<file path="config.mk">
export PLATFORM = sky130hd
export DESIGN_NAME = led_wrap_sequencer_flat
export DESIGN_NICKNAME = d
export VERILOG_FILES = /design/src/rtl/led_wrap_sequencer_if.sv /design/src/rtl/led_wrap_sequencer.sv /design/src/flat_wrapper.sv
export SDC_FILE = /design/constraint.sdc
export NUM_CORES = 1
export LEC_CHECK = 0
export CAP_MARGIN = 20
export CORE_MARGIN = 10
export CORE_UTILIZATION = 48
export CTS_BUF_LIST = sky130_fd_sc_hd__clkbuf_4 sky130_fd_sc_hd__clkbuf_8
export CTS_CLUSTER_SIZE = 20
export DETAILED_ROUTE_END_ITERATION = 10
export DONT_BUFFER_PORTS = 1
export GPL_ROUTABILITY_DRIVEN = 0
export PLACE_DENSITY_LB_ADDON = 0.2
export REMOVE_ABC_BUFFERS = 1
export SYNTH_ARGS = -nofsm -noshare
export SYNTH_HDL_FRONTEND = slang
export SYNTH_SLANG_ARGS = --single-unit
export TNS_END_PERCENT = 10
</file>
<file path="constraint.sdc">
create_clock -name in_clk -period 2.2 [get_ports in_clk]
set_clock_uncertainty 0.05 [all_clocks]
set_input_delay 0.22 -clock in_clk [delete_from_list [all_inputs] [get_ports in_clk]]
set_output_delay 0.22 -clock in_clk [all_outputs]
set_load 0.05 [all_outputs]
</file>
<file path="src/rtl/led_wrap_sequencer_if.sv">
// Control/status bundle between the LED show sequencer and its rotator/button side.
// The sequencer takes the slave view; whatever drives buttons and the rotator takes the master view.
interface led_wrap_sequencer_if;
    logic       start;
    logic       stop;
    logic       btn_next;
    logic       clk_div_in;
    logic [3:0] led_in;
    logic       wrap_en;
    logic       wrap_dir;
    logic [7:0] wrap_div;
    logic [2:0] mode;
    logic [7:0] lap_cnt;
    logic       busy;
    logic       done;

    modport master (
        output start, stop, btn_next, clk_div_in, led_in,
        input  wrap_en, wrap_dir, wrap_div, mode, lap_cnt, busy, done
    );

    modport slave (
        input  start, stop, btn_next, clk_div_in, led_in,
        output wrap_en, wrap_dir, wrap_div, mode, lap_cnt, busy, done
    );
endinterface

</file>
<file path="src/rtl/led_wrap_sequencer.sv">
// Mode controller for the wrap-around LED rotator: runs a fixed four-mode show,
// counting laps off the rotator's divided clock and LED position.
//
// state | meaning
// IDLE  | rotator disabled, waiting for start
// LEFT  | rotate left, slow divisor
// RIGHT | rotate right, slow divisor
// PING  | bounce between end LEDs, slow divisor; lap = return to 0001
// FAST  | rotate left, fast divisor
// DONE  | single-cycle done pulse, then back to IDLE
module led_wrap_sequencer #(
    parameter int         LAPS     = 3,
    parameter logic [7:0] DIV_SLOW = 8'd8,
    parameter logic [7:0] DIV_FAST = 8'd2
) (
    input logic                 in_clk,
    input logic                 rst,
    led_wrap_sequencer_if.slave bus
);

    typedef enum logic [2:0] {
        S_IDLE  = 3'd0,
        S_LEFT  = 3'd1,
        S_RIGHT = 3'd2,
        S_PING  = 3'd3,
        S_FAST  = 3'd4,
        S_DONE  = 3'd5,
        S_BAD6  = 3'd6,
        S_BAD7  = 3'd7
    } state_t;

    localparam logic [7:0] LAP_LAST = 8'(LAPS - 1);

    state_t     state;
    state_t     nxt;
    logic       clk_div_q;
    logic       wrap_en_r;
    logic       wrap_dir_r;
    logic [7:0] wrap_div_r;
    logic [7:0] lap_cnt_r;
    logic       busy_r;
    logic       done_r;

    logic tick;
    logic at_top;
    logic at_bot;
    logic lap_ev;
    logic ping_flip;
    logic advance;

    always_comb begin
        tick      = bus.clk_div_in & ~clk_div_q;
        at_top    = (bus.led_in == 4'b1000);
        at_bot    = (bus.led_in == 4'b0001);
        lap_ev    = 1'b0;
        ping_flip = 1'b0;
        nxt       = S_IDLE;
        case (state)
            S_LEFT: begin
                lap_ev = tick & at_top;
                nxt    = S_RIGHT;
            end
            S_RIGHT: begin
                lap_ev = tick & at_bot;
                nxt    = S_PING;
            end
            S_PING: begin
                lap_ev    = tick & at_bot & ~wrap_dir_r;
                ping_flip = tick & at_top & wrap_dir_r;
                nxt       = S_FAST;
            end
            S_FAST: begin
                lap_ev = tick & at_top;
                nxt    = S_DONE;
            end
            default: ;
        endcase
        advance = bus.btn_next | (lap_ev & (lap_cnt_r == LAP_LAST));
    end

    always_ff @(posedge in_clk or negedge rst) begin
        if (!rst) begin
            state      <= S_IDLE;
            clk_div_q  <= 1'b0;
            wrap_en_r  <= 1'b0;
            wrap_dir_r <= 1'b1;
            wrap_div_r <= DIV_SLOW;
            lap_cnt_r  <= 8'd0;
            busy_r     <= 1'b0;
            done_r     <= 1'b0;
        end else begin
            clk_div_q <= bus.clk_div_in;
            done_r    <= 1'b0;
            case (state)
                S_IDLE: begin
                    wrap_en_r <= 1'b0;
                    lap_cnt_r <= 8'd0;
                    busy_r    <= 1'b0;
                    if (bus.start) begin
                        state      <= S_LEFT;
                        wrap_en_r  <= 1'b1;
                        wrap_dir_r <= 1'b1;
                        wrap_div_r <= DIV_SLOW;
                        busy_r     <= 1'b1;
                    end
                end
                S_LEFT, S_RIGHT, S_PING, S_FAST: begin
                    if (bus.stop) begin
                        state     <= S_IDLE;
                        wrap_en_r <= 1'b0;
                        lap_cnt_r <= 8'd0;
                        busy_r    <= 1'b0;
                    end else if (advance) begin
                        // A tick landing with btn_next is swallowed by the skip.
                        state     <= nxt;
                        lap_cnt_r <= 8'd0;
                        case (nxt)
                            S_RIGHT: begin
                                wrap_dir_r <= 1'b0;
                                wrap_div_r <= DIV_SLOW;
                            end
                            S_PING: begin
                                wrap_dir_r <= 1'b1;
                                wrap_div_r <= DIV_SLOW;
                            end
                            S_FAST: begin
                                wrap_dir_r <= 1'b1;
                                wrap_div_r <= DIV_FAST;
                            end
                            default: begin
                                wrap_en_r <= 1'b0;
                                done_r    <= 1'b1;
                            end
                        endcase
                    end else if (lap_ev) begin
                        lap_cnt_r <= lap_cnt_r + 8'd1;
                        if (state == S_PING) wrap_dir_r <= 1'b1;
                    end else if (ping_flip) begin
                        wrap_dir_r <= 1'b0;
                    end
                end
                default: begin
                    state     <= S_IDLE;
                    wrap_en_r <= 1'b0;
                    lap_cnt_r <= 8'd0;
                    busy_r    <= 1'b0;
                end
            endcase
        end
    end

    assign bus.mode     = state;
    assign bus.wrap_en  = wrap_en_r;
    assign bus.wrap_dir = wrap_dir_r;
    assign bus.wrap_div = wrap_div_r;
    assign bus.lap_cnt  = lap_cnt_r;
    assign bus.busy     = busy_r;
    assign bus.done     = done_r;

endmodule

</file>
<file path="src/flat_wrapper.sv">
// flat-port wrapper written by rule: the top's interface ports become plain ports
module led_wrap_sequencer_flat 
#(
    parameter int         LAPS     = 3,
    parameter logic [7:0] DIV_SLOW = 8'd8,
    parameter logic [7:0] DIV_FAST = 8'd2
)
  (in_clk, rst, bus_start, bus_stop, bus_btn_next, bus_clk_div_in, bus_led_in, bus_wrap_en, bus_wrap_dir, bus_wrap_div, bus_mode, bus_lap_cnt, bus_busy, bus_done);
  led_wrap_sequencer_if bus_i ();
  input logic in_clk;
  input logic rst;
  input wire logic [$bits(bus_i.start)-1:0] bus_start;
  input wire logic [$bits(bus_i.stop)-1:0] bus_stop;
  input wire logic [$bits(bus_i.btn_next)-1:0] bus_btn_next;
  input wire logic [$bits(bus_i.clk_div_in)-1:0] bus_clk_div_in;
  input wire logic [$bits(bus_i.led_in)-1:0] bus_led_in;
  output wire logic [$bits(bus_i.wrap_en)-1:0] bus_wrap_en;
  output wire logic [$bits(bus_i.wrap_dir)-1:0] bus_wrap_dir;
  output wire logic [$bits(bus_i.wrap_div)-1:0] bus_wrap_div;
  output wire logic [$bits(bus_i.mode)-1:0] bus_mode;
  output wire logic [$bits(bus_i.lap_cnt)-1:0] bus_lap_cnt;
  output wire logic [$bits(bus_i.busy)-1:0] bus_busy;
  output wire logic [$bits(bus_i.done)-1:0] bus_done;
  assign bus_i.start = bus_start;
  assign bus_i.stop = bus_stop;
  assign bus_i.btn_next = bus_btn_next;
  assign bus_i.clk_div_in = bus_clk_div_in;
  assign bus_i.led_in = bus_led_in;
  assign bus_wrap_en = bus_i.wrap_en;
  assign bus_wrap_dir = bus_i.wrap_dir;
  assign bus_wrap_div = bus_i.wrap_div;
  assign bus_mode = bus_i.mode;
  assign bus_lap_cnt = bus_i.lap_cnt;
  assign bus_busy = bus_i.busy;
  assign bus_done = bus_i.done;
  led_wrap_sequencer #(.LAPS(LAPS), .DIV_SLOW(DIV_SLOW), .DIV_FAST(DIV_FAST)) u_core (.in_clk(in_clk), .rst(rst), .bus(bus_i));
endmodule
</file>
## Word level (Yosys, flattened, before mapping)

Index checks and enable logic that the tools add are counted.

- Register bits: 24
- Bits in latches: 0
- RAM bits: 0
- Bits in read-only memories: 0
- Input port bits: 10
- Output and inout bits: 23
- Word-level logic and storage cells: 85
- Memories: 0

- Add/sub/neg operators: 1
- $mul: 0
- Divide/modulo/power cells: 0
- Order comparisons: 0
- Eq/ne operators: 21
- Shifts and indexed selects: 0
- Multiplexer cells: 35
- Bitwise gates (word level): 9
- Reduce and logical (&&, ||, !) cells: 11

Operator list:

| operator | number |
|---|---|
| $mux 8 | 7 |
| $pmux 8 s2 | 2 |
| $mux 1 | 16 |
| $eq 3x2->1 const B | 4 |
| $pmux 3 s4 | 1 |
| $mux 3 | 3 |
| $add 8x1->8 const B | 1 |
| $eq 8x2->1 const B | 1 |
| $ne 4x4->1 const B | 2 |
| $pmux 1 s2 | 4 |
| $and 1x1->1 | 6 |
| $eq 3x3->1 const B | 2 |
| $ne 2x2->1 const B | 3 |
| $ne 3x3->1 const B | 2 |
| $pmux 3 s2 | 1 |
| $reduce_and 6->1 | 1 |
| $reduce_or 2->1 | 3 |
| $reduce_and 5->1 | 1 |
| $eq 4x1->1 const B | 1 |
| $eq 4x4->1 const B | 1 |
| $ne 4x1->1 const B | 1 |
| $ne 4x2->1 const B | 1 |
| $reduce_and 2->1 | 2 |
| $reduce_or 4->1 | 1 |
| 9 further kinds | 10 |

## Longest topological paths before layout

Gate-level depths: netlist (run 1).

- Depth after elaboration: 10
- Gate-level depth with buffers: 8
- Mapped depth without buffers: 8

## Worst setup path after synthesis (run 1)

Ideal clock, no wire load.

- Kind: reg-to-reg
- Start point: reg u_core.lap_cnt_r[1], in the netlist u_core.bus.lap_cnt[1]
- End point: reg u_core.state[0], in the netlist u_core.bus.mode[0]
- Library setup time: 101 ps
- Arrival: 2250 ps
- Required time: 2049 ps
- Slack: -201 ps
- Stages on the path, launching flop included: 8
- Buffers on the path: 0
- Period minus slack after synthesis: 2401 ps
- Cells stage by stage: dfrtp_1 -> ha_1 -> nor3b_1 -> nand2_1 -> o41ai_4 -> and2b_4 -> mux2i_2 -> o311ai_2

- Cells in the longest elaborated chain, start to end: 5

RTL lines:

| what | line | RTL |
|---|---|---|
| from (decl) | led_wrap_sequencer.sv:40 | `logic [7:0] lap_cnt_r;` |
| from (signal assigned) | led_wrap_sequencer.sv:136 | `lap_cnt_r <= lap_cnt_r + 8'd1;` |
| $eq 8x2->1 | led_wrap_sequencer.sv:78 | `advance = bus.btn_next \| (lap_ev & (lap_cnt_r == LAP_LAST));` |
| $and 1x1->1 | led_wrap_sequencer.sv:78 |  |
| $or 1x1->1 | led_wrap_sequencer.sv:78 |  |
| $ne 3x2->1 (no source line) | - |  |
| $reduce_and 2->1 (no source line) | - |  |
| to (signal assigned) | led_wrap_sequencer.sv:115 | `state <= nxt;` |
| to (decl) | led_wrap_sequencer.sv:34 | `state_t state;` |

Every way passes these cells.
A chain may end at the register's enable or synchronous reset.

## Worst setup path after layout (run 1)

- Start point: reg u_core.clk_div_q
- End point: reg u_core.state[0], in the netlist u_core.bus.mode[0]

- Cells in the longest elaborated chain, start to end: 9

RTL lines:

| what | line | RTL |
|---|---|---|
| from (decl) | led_wrap_sequencer.sv:36 | `logic clk_div_q;` |
| from (signal assigned) | led_wrap_sequencer.sv:92 | `clk_div_q <= bus.clk_div_in;` |
| $not 1->1 * | led_wrap_sequencer.sv:52 | `tick = bus.clk_div_in & ~clk_div_q;` |
| $and 1x1->1 * | led_wrap_sequencer.sv:52 |  |
| $and 1x1->1 | led_wrap_sequencer.sv:64, led_wrap_sequencer.sv:68 |  |
| $and 1x1->1 | led_wrap_sequencer.sv:68 | `lap_ev = tick & at_bot & ~wrap_dir_r;` |
| $pmux 1 s3 * | led_wrap_sequencer.sv:58 | `case (state)` |
| $and 1x1->1 * | led_wrap_sequencer.sv:78 |  |
| $or 1x1->1 * | led_wrap_sequencer.sv:78 |  |
| $ne 3x2->1 (no source line) * | - |  |
| $reduce_and 2->1 (no source line) * | - |  |

Every way passes the cells marked *; elsewhere a longest branch is shown, timed or not.

==> results of run 1 <==
[timing repair]
| action | in CTS | in global routing |
|---|---|---|
| gates resized for setup | 0 | 6 |
| endpoints found under the setup margin | 0 | 11 |
| hold buffers | 3 | 0 |
| hold endpoints to repair | 21 | 0 |
[synth_stat cells, types with 2 or more instances]
master     n
nand3_1    6
buf_4      7
xor2_1     7
nor2_1     8
xnor2_1    2
nor2b_1    4
inv_1      6
o21ai_0    8
o311ai_2   2
dfstp_2    2
o31a_1     2
dfrtp_1   16
a21oi_1   10
nand2_1   14
clkbuf_1   2
nor3b_1    3
ha_1       2
nand4_1    4
nor3_1     3
[worst reg2reg max path: cells and delay by family (launching register included)]
family	cells	cell delay [ns]
multiplexers	1	0.07
flip-flops	1	0.40
AND/OR/NAND/NOR	2	0.80
AO/OA/AOI/OAI	2	0.68
[layout make-up]
type                            count  share of cell area
Inverter                            6             0.01519
Clock buffer                        4             0.02447
Sequential cell                    18              0.3055
Tap cell                           30             0.02532
Multi-Input combinational cell    104              0.4878
Timing Repair Buffer               27              0.1418
[stage by stage]
| step | util | TNS [ns] | instance area [um^2] |
|---|---|---|---|
| 2_1_floorplan | - | -3.353 | 1166 |
| 3_3_place_gp | 0.5637 | 0 | 1384 |
| 3_5_place_dp | 0.5637 | 0 | 1384 |
| 4_1_cts | 0.5907 | 0 | 1450 |
| 5_1_grt | 0.6040 | 0 | 1483 |
| 6_report | 0.6040 | 0 | 1483 |
[metal layers]
layer  global-route usage  vias to the layer above  part of all wire
met1               0.1394                      526              0.40
met3              0.04603                        8             0.077
li1                     -                      523                 -
met4              0.06882                        0             0.027
met2               0.2166                       31              0.50
met5                    0                        -                 0
[power by group through the flow]
| stage | sequential [mW] | combinational (mW) | clock (mW) |
|---|---|---|---|
| after floorplan | 0.564 | 0.197 | 0 |
| after global placement | 0.440 | 0.454 | 0 |
| after detailed placement | 0.441 | 0.460 | 0 |
| after CTS | 0.434 | 0.473 | 0.216 |
| after global routing | 0.443 | 0.521 | 0.223 |
| final | 0.434 | 0.479 | 0.206 |
[flip-flops by register name, indices dropped and copies added (netlist names)]
register,flops
u_core.bus.done,1
u_core.bus.mode,3
u_core.clk_div_q,1
u_core.bus.wrap_div,2
u_core.bus.busy,1
u_core.bus.wrap_en,1
u_core.bus.lap_cnt,8
u_core.bus.wrap_dir,1
[final timing paths]
| kind | cells past startpoint | slack [ns] | endpoint |
|---|---|---|---|
| worst max-delay path | 5 | 0.11 | u_core.bus.mode[0] |
| worst min-delay path | 2 | 0.07 | u_core.bus.busy |
| worst max register to register | 5 | 0.11 | u_core.bus.mode[0] |
| worst min register to register | 2 | 0.53 | u_core.bus.lap_cnt[1] |
| max in group asynchronous | 1 | 1.19 | u_core.bus.wrap_en |
| min in group asynchronous | 1 | 0.40 | u_core.bus.lap_cnt[0] |
[cells by family (layout without fill, tap and decap cells)]
logic type / after synthesis / count (layout) / synth area share
AND/OR/NAND/NOR: 53 / 53 / 0.2436
AO/OA/AOI/OAI: 33 / 33 / 0.2049
flip-flops: 18 / 18 / 0.3690
buffers and inverters: 18 / 37 / 0.08358
XOR/XNOR: 9 / 9 / 0.06422
adder cells (fa/ha/maj): 2 / 2 / 0.02038
other: 1 / 6 / 0.003055
multiplexers: 1 / 1 / 0.01121
==> metrics.md, run 1 <==
| Metric | Value |
|---|---|
| Clock share of power | 0.184 |
| Crit path kind | flip-flop to flip-flop |
| Register area | between 400 and 500 um^2 |
| Worst VDD drop | around 0.62 mV |
| Mapped Cells | 135 |
| CTS tree | yes |
| Main area contributors after synthesis | dfrtp_1, xor2_1, buf_4, dfstp_2, nand2_1 |
| Worst setup margin | around 0.11 ns |
| Dominant synthesized flop cell | dfrtp_1 |
| Worst setup EP type | flip-flop |
| Number of distinct library cells after synthesis | 46 |
| Clk_lat worst skew | 0.30 ns |
| GRT Util Overall | 0.1291 |
| Fin. Hold Viols | 0 |
| Startpoint types | flip-flop |
| Vias per inst | approximately 5.8 |
| Total congestion overflow | 0 |
| Commonest non-fill, non-tap cell in the layout | buf_4 |
| Clk buf depth | 2 |
| Worst-Margin Slew | just over 0.8 ns |
| CP max stage delay | roughly 0.56 ns |
| Final ANT Viol Nets | 0 |
| Slowest cell on crit path | or4b_4 |
| #FFs+latches synth | 18 |
| Ys Warns | 0 |
| # port buffers | 0 |
| Synthesis-to-layout area growth | 20.79% |
| Routed WL per cell | around 17 um |
| R2r startpoint | u_core.clk_div_q |
| Hold WC Path Type | primary input to flip-flop |
| Largest net degree at the start of global routing | 19 |
| # rows | 18 |
| Vias | about 1100 |
| Multi-input logic area | a little over 700 um^2 |
| Worst path bufs/invs | 0 |
| Worst Path Max Fanout | 6 |
| Seq pwr share | 0.388 |
| Sw Ratio | 0.4275 |
| First-pass GRT wire length | ~5.5 mm |
| RSZ-0062 raised after global routing | false |
| Top cell type's share of synthesized area | 0.3262 |
| Total I/O pin count | 33 |
| Net Sw Power | 478.6 uW |
| Clk sinks | 18 |
| Outcome | completed |
| Root Buffer | clkbuf_4 |
| Post-synth top area cell | dfrtp_1 |
| Period utilization | 0.9512 |
| Most frequent cells in the layout | buf_4, dfrtp_1, nand2_1, a21oi_1 |
| Place WS | ~0.037 ns |
| Drt total wl | roughly 3.2 mm |
| DRC viols | 0 |
| Fmax | about 0.48 GHz |
| Internal Power | ~640 uW |
| DR pass1 iterations | 4 |
| CP delay by family, top | simple AND/OR/NAND/NOR gates |
| Netlist Area Pre-Place | 0.001227 mm^2 |
| CP required | around 2.4 ns |
| H-tree depth | 1 |
| Max Slew Vio Count | 0 |
| Core ar. | around 0.0025 mm^2 |
| Number of global-route vias before repair | 1141 |
| Setup violations, final | 0 |
| Die area | around 0.005 mm^2 |
| Nets | roughly 170 |
| Initial antenna violation count | 0 |
| ANT cells | 0 |
| Max-capacitance violation count | 0 |
| Avg Synthesized Cell Area | about 9.1 um^2 |
| Worst slew margin | 0.4495 |
| CP cell instances | or4b_4 -> o41ai_4 -> and2b_4 -> mux2i_2 -> o311ai_2 |
| Worst hold slack | about 0.066 ns |
| Crit path DAT | between 2 and 2.5 ns |
| Die Span Y | 70.57 um |
| Clock input transition at the sequential cells of the worst setup and hold paths | around 0.10 ns |
| Total power | between 1 and 1.5 mW |
| Die width | between 70 and 80 um |
| Fraction of layout instances using a drive strength above 1 | 0.2704 |
| Comb power frac | 0.428 |
| Minimum clock period | 2.093 ns |
| Cells after DPL | 182 |
| EDFF count, synth | 0 |
| Sequential element share of the synthesized area | 0.3690 |
| Initial Utilization | 0.5000 |
| Pwr/cell area | about 760 mW/mm^2 |
| Initial drt markers | 52 |
| Dpl hpwl | about 2.5 mm |
| Fillcell total | roughly 230 |
| Crit path from | u_core.clk_div_q |
| CTS buffer count | 3 |
| Post CTS Setup Buffer Count | 0 |
| Finished Layout Cells | between 150 and 200 |
| Hold Startpoint | bus_stop |
| Pleak | 0.6573 nW |
| Post-synth ARST share | 1.000 |
Note: power is estimated with default switching activity, not from simulation.
==> run 2, diff against run 1 <==
--- a/config.mk
+++ b/config.mk
@@ -14,6 +14,7 @@
 export DONT_BUFFER_PORTS = 1
 export GPL_ROUTABILITY_DRIVEN = 0
 export PLACE_DENSITY_LB_ADDON = 0.2
+export RECOVER_POWER = 100
 export REMOVE_ABC_BUFFERS = 1
 export SYNTH_ARGS = -nofsm -noshare
 export SYNTH_HDL_FRONTEND = slang
==> run 2 against run 1 <==
Total power shrank 2.3%; global-route usage is the same; core utilization shrank 1.6 points; critical endpoint unchanged.
==> metrics.md, run 2 (same netlist as run 1, synthesis figures left out) <==
| Metric | Value |
|---|---|
| Slowest cell on crit path | or4b_4 (unchanged) |
| Worst setup margin | 0.1069 ns (was 0.1073 ns) |
| Clk_lat worst skew | 0.30 ns (about the same) |
| Initial drt markers | 52 (unchanged) |
| Minimum clock period | 2.093 ns (about the same) |
| DP Area | 0.001384 mm^2 (unchanged) |
| CP required | 2.35 ns (was 2.36 ns) |
| Nets | 172 (unchanged) |
| Final ANT Viol Nets | 0 (unchanged) |
| Crit path kind | flip-flop to flip-flop (unchanged) |
| Seq pwr share | 0.394 (was 0.388) |
| Vias per inst | 5.683 (was 5.757) |
| Worst slew margin | 0.4339 (was 0.4495) |
| Period utilization | 0.9514 (was 0.9512) |
| Root Buffer | clkbuf_4 (unchanged) |
| Max reg flops | 8 (unchanged) |
| Worst setup EP type | flip-flop (unchanged) |
| Routed WL per cell | 16.91 um (was 16.95 um) |
| Hold WC Path Type | primary input to flip-flop (unchanged) |
| Initial antenna violation count | 0 (unchanged) |
| CP delay by family, top | simple AND/OR/NAND/NOR gates (unchanged) |
| Internal Power | 618.7 uW (was 640.9 uW) |
| Place WS | 0.03727 ns (unchanged) |
| Crit path DAT | 2.25 ns (about the same) |
| Pwr/cell area | 757.7 mW/mm^2 (was 755.0 mW/mm^2) |
| Core ar. | 0.002455 mm^2 (unchanged) |
| Setup TNS | 0 ns (unchanged) |
| Total I/O pin count | 33 (unchanged) |
| DRC viols | 0 (unchanged) |
| Sw Ratio | 0.4345 (was 0.4275) |
| Number of global-route vias before repair | 1141 (unchanged) |
| Worst path bufs/invs | 0 (unchanged) |
| Startpoint types | flip-flop (unchanged) |
| Synthesis-to-layout area growth | 17.63% (was 20.79%) |
| Commonest non-fill, non-tap cell in the layout | dfrtp_1 (was buf_4) |
| RSZ-0062 raised after global routing | false (unchanged) |
| Worst hold slack | 0.06858 ns (was 0.06626 ns) |
| Vias | 1074 (was 1088) |
| Finished Cell Area | 0.001444 mm^2 (was 0.001483 mm^2) |
| ANT cells | 0 (unchanged) |
| H-tree depth | 1 (unchanged) |
| Clock share of power | 0.188 (was 0.184) |
| Dpl hpwl | 2.464 mm (unchanged) |
| Initial Utilization | 0.5000 (unchanged) |
| CP cell instances | or4b_4 -> o41ai_4 -> and2b_4 -> mux2i_2 -> o311ai_2 (unchanged) |
| Die Span Y | 70.57 um (unchanged) |
| Clk sinks | 18 (unchanged) |
| Worst VDD drop | 0.6162 mV (was 0.6203 mV) |
| Finished Layout Cells | 189 (unchanged) |
| DR pass1 iterations | 4 (unchanged) |
| Outcome | completed (unchanged) |
| Worst Path Max Fanout | 6 (unchanged) |
| Largest net degree at the start of global routing | 19 (unchanged) |
| Clock input transition at the sequential cells of the worst setup and hold paths | 0.11 ns (was 0.10 ns) |
| Cells after DPL | 182 (unchanged) |
| Max Slew Vio Count | 0 (unchanged) |
| Clk buf depth | 2 (unchanged) |
| First-pass GRT wire length | 5.471 mm (unchanged) |
| # port buffers | 0 (unchanged) |
| Die width | 70.57 um (unchanged) |
| Post CTS Setup Buffer Count | 0 (unchanged) |
| Fin. Hold Viols | 0 (unchanged) |
| CP max stage delay | 0.56 ns (about the same) |
| Most frequent cells in the layout | dfrtp_1, nand2_1, buf_4, a21oi_1, clkbuf_1 (was buf_4, dfrtp_1, nand2_1, a21oi_1) |
| Total power | 1.094 mW (was 1.119 mW) |
| Pleak | 0.6200 nW (was 0.6573 nW) |
| Setup violations, final | 0 (unchanged) |
| Fmax | 0.4778 GHz (about the same) |
| Net Sw Power | 475.4 uW (was 478.6 uW) |
| # rows | 18 (unchanged) |
| Fraction of layout instances using a drive strength above 1 | 0.2075 (was 0.2704) |
| Drt total wl | 3.196 mm (was 3.204 mm) |
| Max-capacitance violation count | 0 (unchanged) |
| Total congestion overflow | 0 (unchanged) |
| Final core utilization | 0.5882 (was 0.6040) |
| Die area | 0.004980 mm^2 (unchanged) |
| Worst-Margin Slew | 0.8463 ns (was 0.8230 ns) |
| Comb power frac | 0.418 (was 0.428) |
| GRT Util Overall | 0.1291 (unchanged) |
| CTS buffer count | 3 (unchanged) |
| CTS tree | yes (unchanged) |
## run 2: cell types whose count changed in the layout (fill, tap and decap cells not counted)
cell,change
dfstp_1,+1
buf_2,+1
buf_4,-11
clkbuf_1,+9
dfstp_2,-1
clkbuf_2,+1
## run 2: power by group through the flow
| stage | sequential [mW] | clock, mW | combinational [mW] |
|---|---|---|---|
| floorplan | 0.564 | 0 | 0.197 |
| global placement | 0.440 | 0 | 0.454 |
| detailed placement | 0.441 | 0 | 0.460 |
| CTS | 0.434 | 0.216 | 0.473 |
| global route | 0.440 | 0.223 | 0.500 |
| finish | 0.431 | 0.206 | 0.457 |
## run 2: worst reg2reg max path, stage by stage (launching register included)
cell	delay, ns
dfrtp_1	0.40
or4b_4	0.56
o41ai_4	0.48
and2b_4	0.24
mux2i_2	0.07
o311ai_2	0.20
## run 2: layout make-up
cell class | count | area, um^2
clock buffers | 4 | 36.28
fillers | 232 | 1011
inverters | 6 | 22.52
multi-input cells | 104 | 723.2
flip-flops and latches | 18 | 452.9
well taps | 30 | 37.54
repair buffers | 27 | 171.4
## run 2: final timing paths
path                                       start                    end  slack [ns]  cells past startpoint
max                             u_core.clk_div_q     u_core.bus.mode[0]        0.11                      5
max reg2reg                     u_core.clk_div_q     u_core.bus.mode[0]        0.11                      5
min in group asynchronous                    rst  u_core.bus.lap_cnt[1]        0.41                      1
min reg2reg                u_core.bus.lap_cnt[1]  u_core.bus.lap_cnt[1]        0.53                      2
max in group asynchronous                    rst     u_core.bus.wrap_en        1.16                      1
min                                     bus_stop        u_core.bus.busy        0.07                      2
## run 2: what timing repair did
action	in CTS	in global routing
resized for setup	0	6
hold buffers	3	0
endpoints found under the hold margin	21	0
setup endpoints to repair	0	11
## run 2: per-layer routing
metal  global-route usage  wire length [um]
met1               0.1394              1247
met2               0.2166              1600
met3              0.04603               259
met4              0.06882                88
met5                    0                 0
==> run 3, diff against run 2 <==
--- a/config.mk
+++ b/config.mk
@@ -5,6 +5,7 @@
 export SDC_FILE = /design/constraint.sdc
 export NUM_CORES = 1
 export LEC_CHECK = 0
+export ABC_AREA = 1
 export CAP_MARGIN = 20
 export CORE_MARGIN = 10
 export CORE_UTILIZATION = 48
==> run 3 against run 2 <==
Worst hold slack lost 0.056 ns; sequential share of layout area up 2.4 points; final cell count increased by 16%; worst setup slack better by 0.20 ns; global-route usage shrank 2.1 points; combinational power grew 28%; total power is 30% higher; largest power group is now registers; fmax is 10% higher; critical path type unchanged; critical path depth up 3.
==> metrics.md, run 3 <==
| Metric | Value |
|---|---|
| Mux cell area share after synthesis | 0 (was 0.01121) |
| Post-synth ARST share | 1.000 (unchanged) |
| Pwr/cell area | 1060 mW/mm^2 (was 757.7 mW/mm^2) |
| Mapped Cells | 173 (was 135) |
| DR pass1 iterations | 4 (unchanged) |
| Clock share of power | 0.153 (was 0.188) |
| Nets | 203 (was 172) |
| Ys Warns | 0 (unchanged) |
| R2r startpoint | u_core.bus.mode[0] (was u_core.clk_div_q) |
| Initial antenna violation count | 0 (unchanged) |
| Clock input transition at the sequential cells of the worst setup and hold paths | 0.11 ns (about the same) |
| CTS buffer count | 3 (unchanged) |
| Fmax | 0.5273 GHz (was 0.4778 GHz) |
| Hold Startpoint | bus_stop (unchanged) |
| Worst Path Max Fanout | 8 (was 6) |
| Commonest non-fill, non-tap cell in the layout | nand2_1 (was dfrtp_1) |
| Net Sw Power | 754.4 uW (was 475.4 uW) |
| Number of distinct library cells after synthesis | 29 (was 46) |
| Crit path DAT | 2.06 ns (was 2.25 ns) |
| Netlist Area Pre-Place | 0.001232 mm^2 (was 0.001227 mm^2) |
| #FFs+latches synth | 18 (unchanged) |
| Synthesis-to-layout area growth | 8.934% (was 17.63%) |
| Total power | 1.423 mW (was 1.094 mW) |
| # rows | 18 (unchanged) |
| Avg Synthesized Cell Area | 7.124 um^2 (was 9.092 um^2) |
| Die width | 70.67 um (was 70.57 um) |
| Seq pwr share | 0.437 (was 0.394) |
| First-pass GRT wire length | 4.567 mm (was 5.471 mm) |
| Pleak | 0.6572 nW (was 0.6200 nW) |
| Die area | 0.004994 mm^2 (was 0.004980 mm^2) |
| Most common cell in the synthesized netlist | nand2_1 (was dfrtp_1) |
| Post CTS Setup Buffer Count | 0 (unchanged) |
| Final ANT Viol Nets | 0 (unchanged) |
| Internal Power | 668.5 uW (was 618.7 uW) |
| Worst-Margin Slew | 0.8612 ns (was 0.8463 ns) |
| Synth Area in Adders | 0.02030 (was 0.02039) |
| Worst setup EP type | flip-flop (unchanged) |
| Vias per inst | 4.864 (was 5.683) |
| Initial Utilization | 0.5020 (was 0.5000) |
| DRC viols | 0 (unchanged) |
| Dominant synthesized flop cell | dfrtp_1 (unchanged) |
| Max reg flops | 8 (unchanged) |
| Comb power frac | 0.410 (was 0.418) |
| CP required | 2.36 ns (was 2.35 ns) |
| GRT Util Overall | 0.1076 (was 0.1291) |
| Vias | 1070 (was 1074) |
| Register-to-register setup slack | 0.30 ns (was 0.11 ns) |
| Post-Synth Simple-Gate Area | 0.3675 (was 0.2436) |
| Worst hold slack | 0.01285 ns (was 0.06858 ns) |
| Startpoint types | flip-flop (unchanged) |
| Top cell type's share of synthesized area | 0.3249 (was 0.3262) |
| Minimum clock period | 1.896 ns (was 2.093 ns) |
| Top post-synthesis cells by count | nand2_1, inv_1, nor2_1, dfrtp_1, nand3_1 (was dfrtp_1, nand2_1, a21oi_1, nor2_1, o21ai_0) |
| Dpl hpwl | 2.298 mm (was 2.464 mm) |
| Core ar. | 0.002455 mm^2 (unchanged) |
| Reg-to-reg endpoint | u_core.bus.lap_cnt[5] (was u_core.bus.mode[0]) |
| EDFF count, synth | 0 (unchanged) |
| Hold WC Path Type | primary input to flip-flop (unchanged) |
| H-tree depth | 1 (unchanged) |
| Total I/O pin count | 33 (unchanged) |
| Main combinational cell family by area after synthesis | simple AND/OR/NAND/NOR gates (unchanged) |
| Drt total wl | 2.806 mm (was 3.196 mm) |
| Max Slew Vio Count | 0 (unchanged) |
| Number of global-route vias before repair | 1025 (was 1141) |
| Root Buffer | clkbuf_4 (unchanged) |
| Clk sinks | 18 (unchanged) |
| Max-capacitance violation count | 0 (unchanged) |
| Clk buf depth | 2 (unchanged) |
| Hold path endpoint | u_core.bus.busy (unchanged) |
| Post-CTS Resized | 0 (unchanged) |
| Period utilization | 0.8620 (was 0.9514) |
| Sequential element share of the synthesized area | 0.3675 (was 0.3690) |
| Crit path kind | flip-flop to flip-flop (unchanged) |
| Setup TNS | 0 ns (unchanged) |
| Most frequent cells in the layout | nand2_1, inv_1, nor2_1, dfrtp_1, nand3_1 (was dfrtp_1, nand2_1, buf_4, a21oi_1, clkbuf_1) |
| Worst VDD drop | 0.6918 mV (was 0.6162 mV) |
| Worst slew margin | 0.4240 (was 0.4339) |
| Fin. Hold Viols | 0 (unchanged) |
| Initial drt markers | 26 (was 52) |
| Largest net degree at the start of global routing | 19 (unchanged) |
| Post-synth top area cell | dfrtp_1 (unchanged) |
| Sw Ratio | 0.5302 (was 0.4345) |
| Die Span Y | 70.67 um (was 70.57 um) |
| Total congestion overflow | 0 (unchanged) |
| Xor/xnor share of the synthesized area | 0.02132 (was 0.06422) |
| Main area contributors after synthesis | dfrtp_1, nand2_1, inv_1, nor2_1, nand3_1 (was dfrtp_1, xor2_1, buf_4, dfstp_2, nand2_1) |
| Outcome | completed (unchanged) |
| CTS tree | yes (unchanged) |
| Clk_lat worst skew | 0.31 ns (was 0.30 ns) |
| ANT cells | 0 (unchanged) |
| Setup violations, final | 0 (unchanged) |
| Cell depth of the worst flop-to-flop path | 8 (was 5) |
| RSZ-0062 raised after global routing | false (unchanged) |
| Routed WL per cell | 12.75 um (was 16.91 um) |
| Synth Area in Compound Gates | 0.07107 (was 0.2049) |
| # port buffers | 0 (unchanged) |
| Hold Crit Depth | 3 (was 2) |
| Fraction of layout instances using a drive strength above 1 | 0.1263 (was 0.2075) |
| Hold Buf Count CTS | 3 (unchanged) |
-- run 3: per-layer routing --
metal / vias up / share of wire / GRT usage
met5: - / 0 / 0
met3: 5 / 0.068 / 0.03347
li1: 561 / - / -
met4: 0 / 0.016 / 0.03226
met1: 478 / 0.43 / 0.1177
met2: 26 / 0.49 / 0.1936
-- run 3: layout make-up --
class	instances	area [um^2]
Clock buffer	4	36.28
Fill cell	263	1112
Inverter	35	133.9
Multi-Input combinational cell	118	599.3
Sequential cell	18	452.9
Tap cell	30	37.54
Timing Repair Buffer	15	82.58
-- run 3: worst max-delay path, stage by stage (launching register included) --
cell     delay, ns
dfrtp_1       0.48
nor2_1        0.26
nor2_1        0.15
nor2_4        0.18
nand2_1       0.19
nor2_2        0.16
nand3_1       0.10
nor2_1        0.17
nor3b_2       0.06
-- run 3: worst max path at each step --
stage                        from                endpoint  slack (ns)  cells after the start
6_report       u_core.bus.mode[0]   u_core.bus.lap_cnt[5]        0.30                      8
5_1_grt        u_core.bus.mode[0]   u_core.bus.lap_cnt[5]        0.14                      8
3_3_place_gp   u_core.bus.mode[0]      u_core.bus.mode[1]        0.53                     12
3_5_place_dp   u_core.bus.mode[2]  u_core.bus.wrap_div[3]        0.48                     11
2_1_floorplan  u_core.bus.mode[2]      u_core.bus.mode[1]        0.39                     13
4_1_cts        u_core.bus.mode[2]  u_core.bus.wrap_div[3]        0.45                     11
-- run 3: metrics by stage --
stage            util  setup WS, ns  area, um^2  std cells
4_1_cts        0.5683        0.4492        1395        220
2_1_floorplan       -        0.3894        1201        171
6_report       0.5469        0.3036        1343        220
3_3_place_gp   0.5413        0.5286        1329        213
5_1_grt        0.5469        0.1423        1343        220
3_5_place_dp   0.5413        0.4765        1329        213
-- run 3: power by group through the flow --
| stage | clock network [mW] | registers [mW] | logic [mW] |
|---|---|---|---|
| CTS | 0.219 | 0.632 | 0.614 |
| global route | 0.232 | 0.637 | 0.664 |
| finish | 0.217 | 0.622 | 0.584 |
| floorplan | 0 | 0.721 | 0.376 |
| detailed placement | 0 | 0.640 | 0.599 |
| global placement | 0 | 0.637 | 0.589 |
-- run 3: cells by family (layout without fill, tap and decap cells) --
| logic type | Yosys count | after routing |
|---|---|---|
| AOI/OAI and AO/OA | 16 | 16 |
| xor gates and xnor gates | 3 | 3 |
| adders and majority gates | 2 | 2 |
| buffers and inverters | 42 | 54 |
| DFF | 18 | 18 |
| other | 1 | 6 |
| and+or+nand+nor | 91 | 91 |
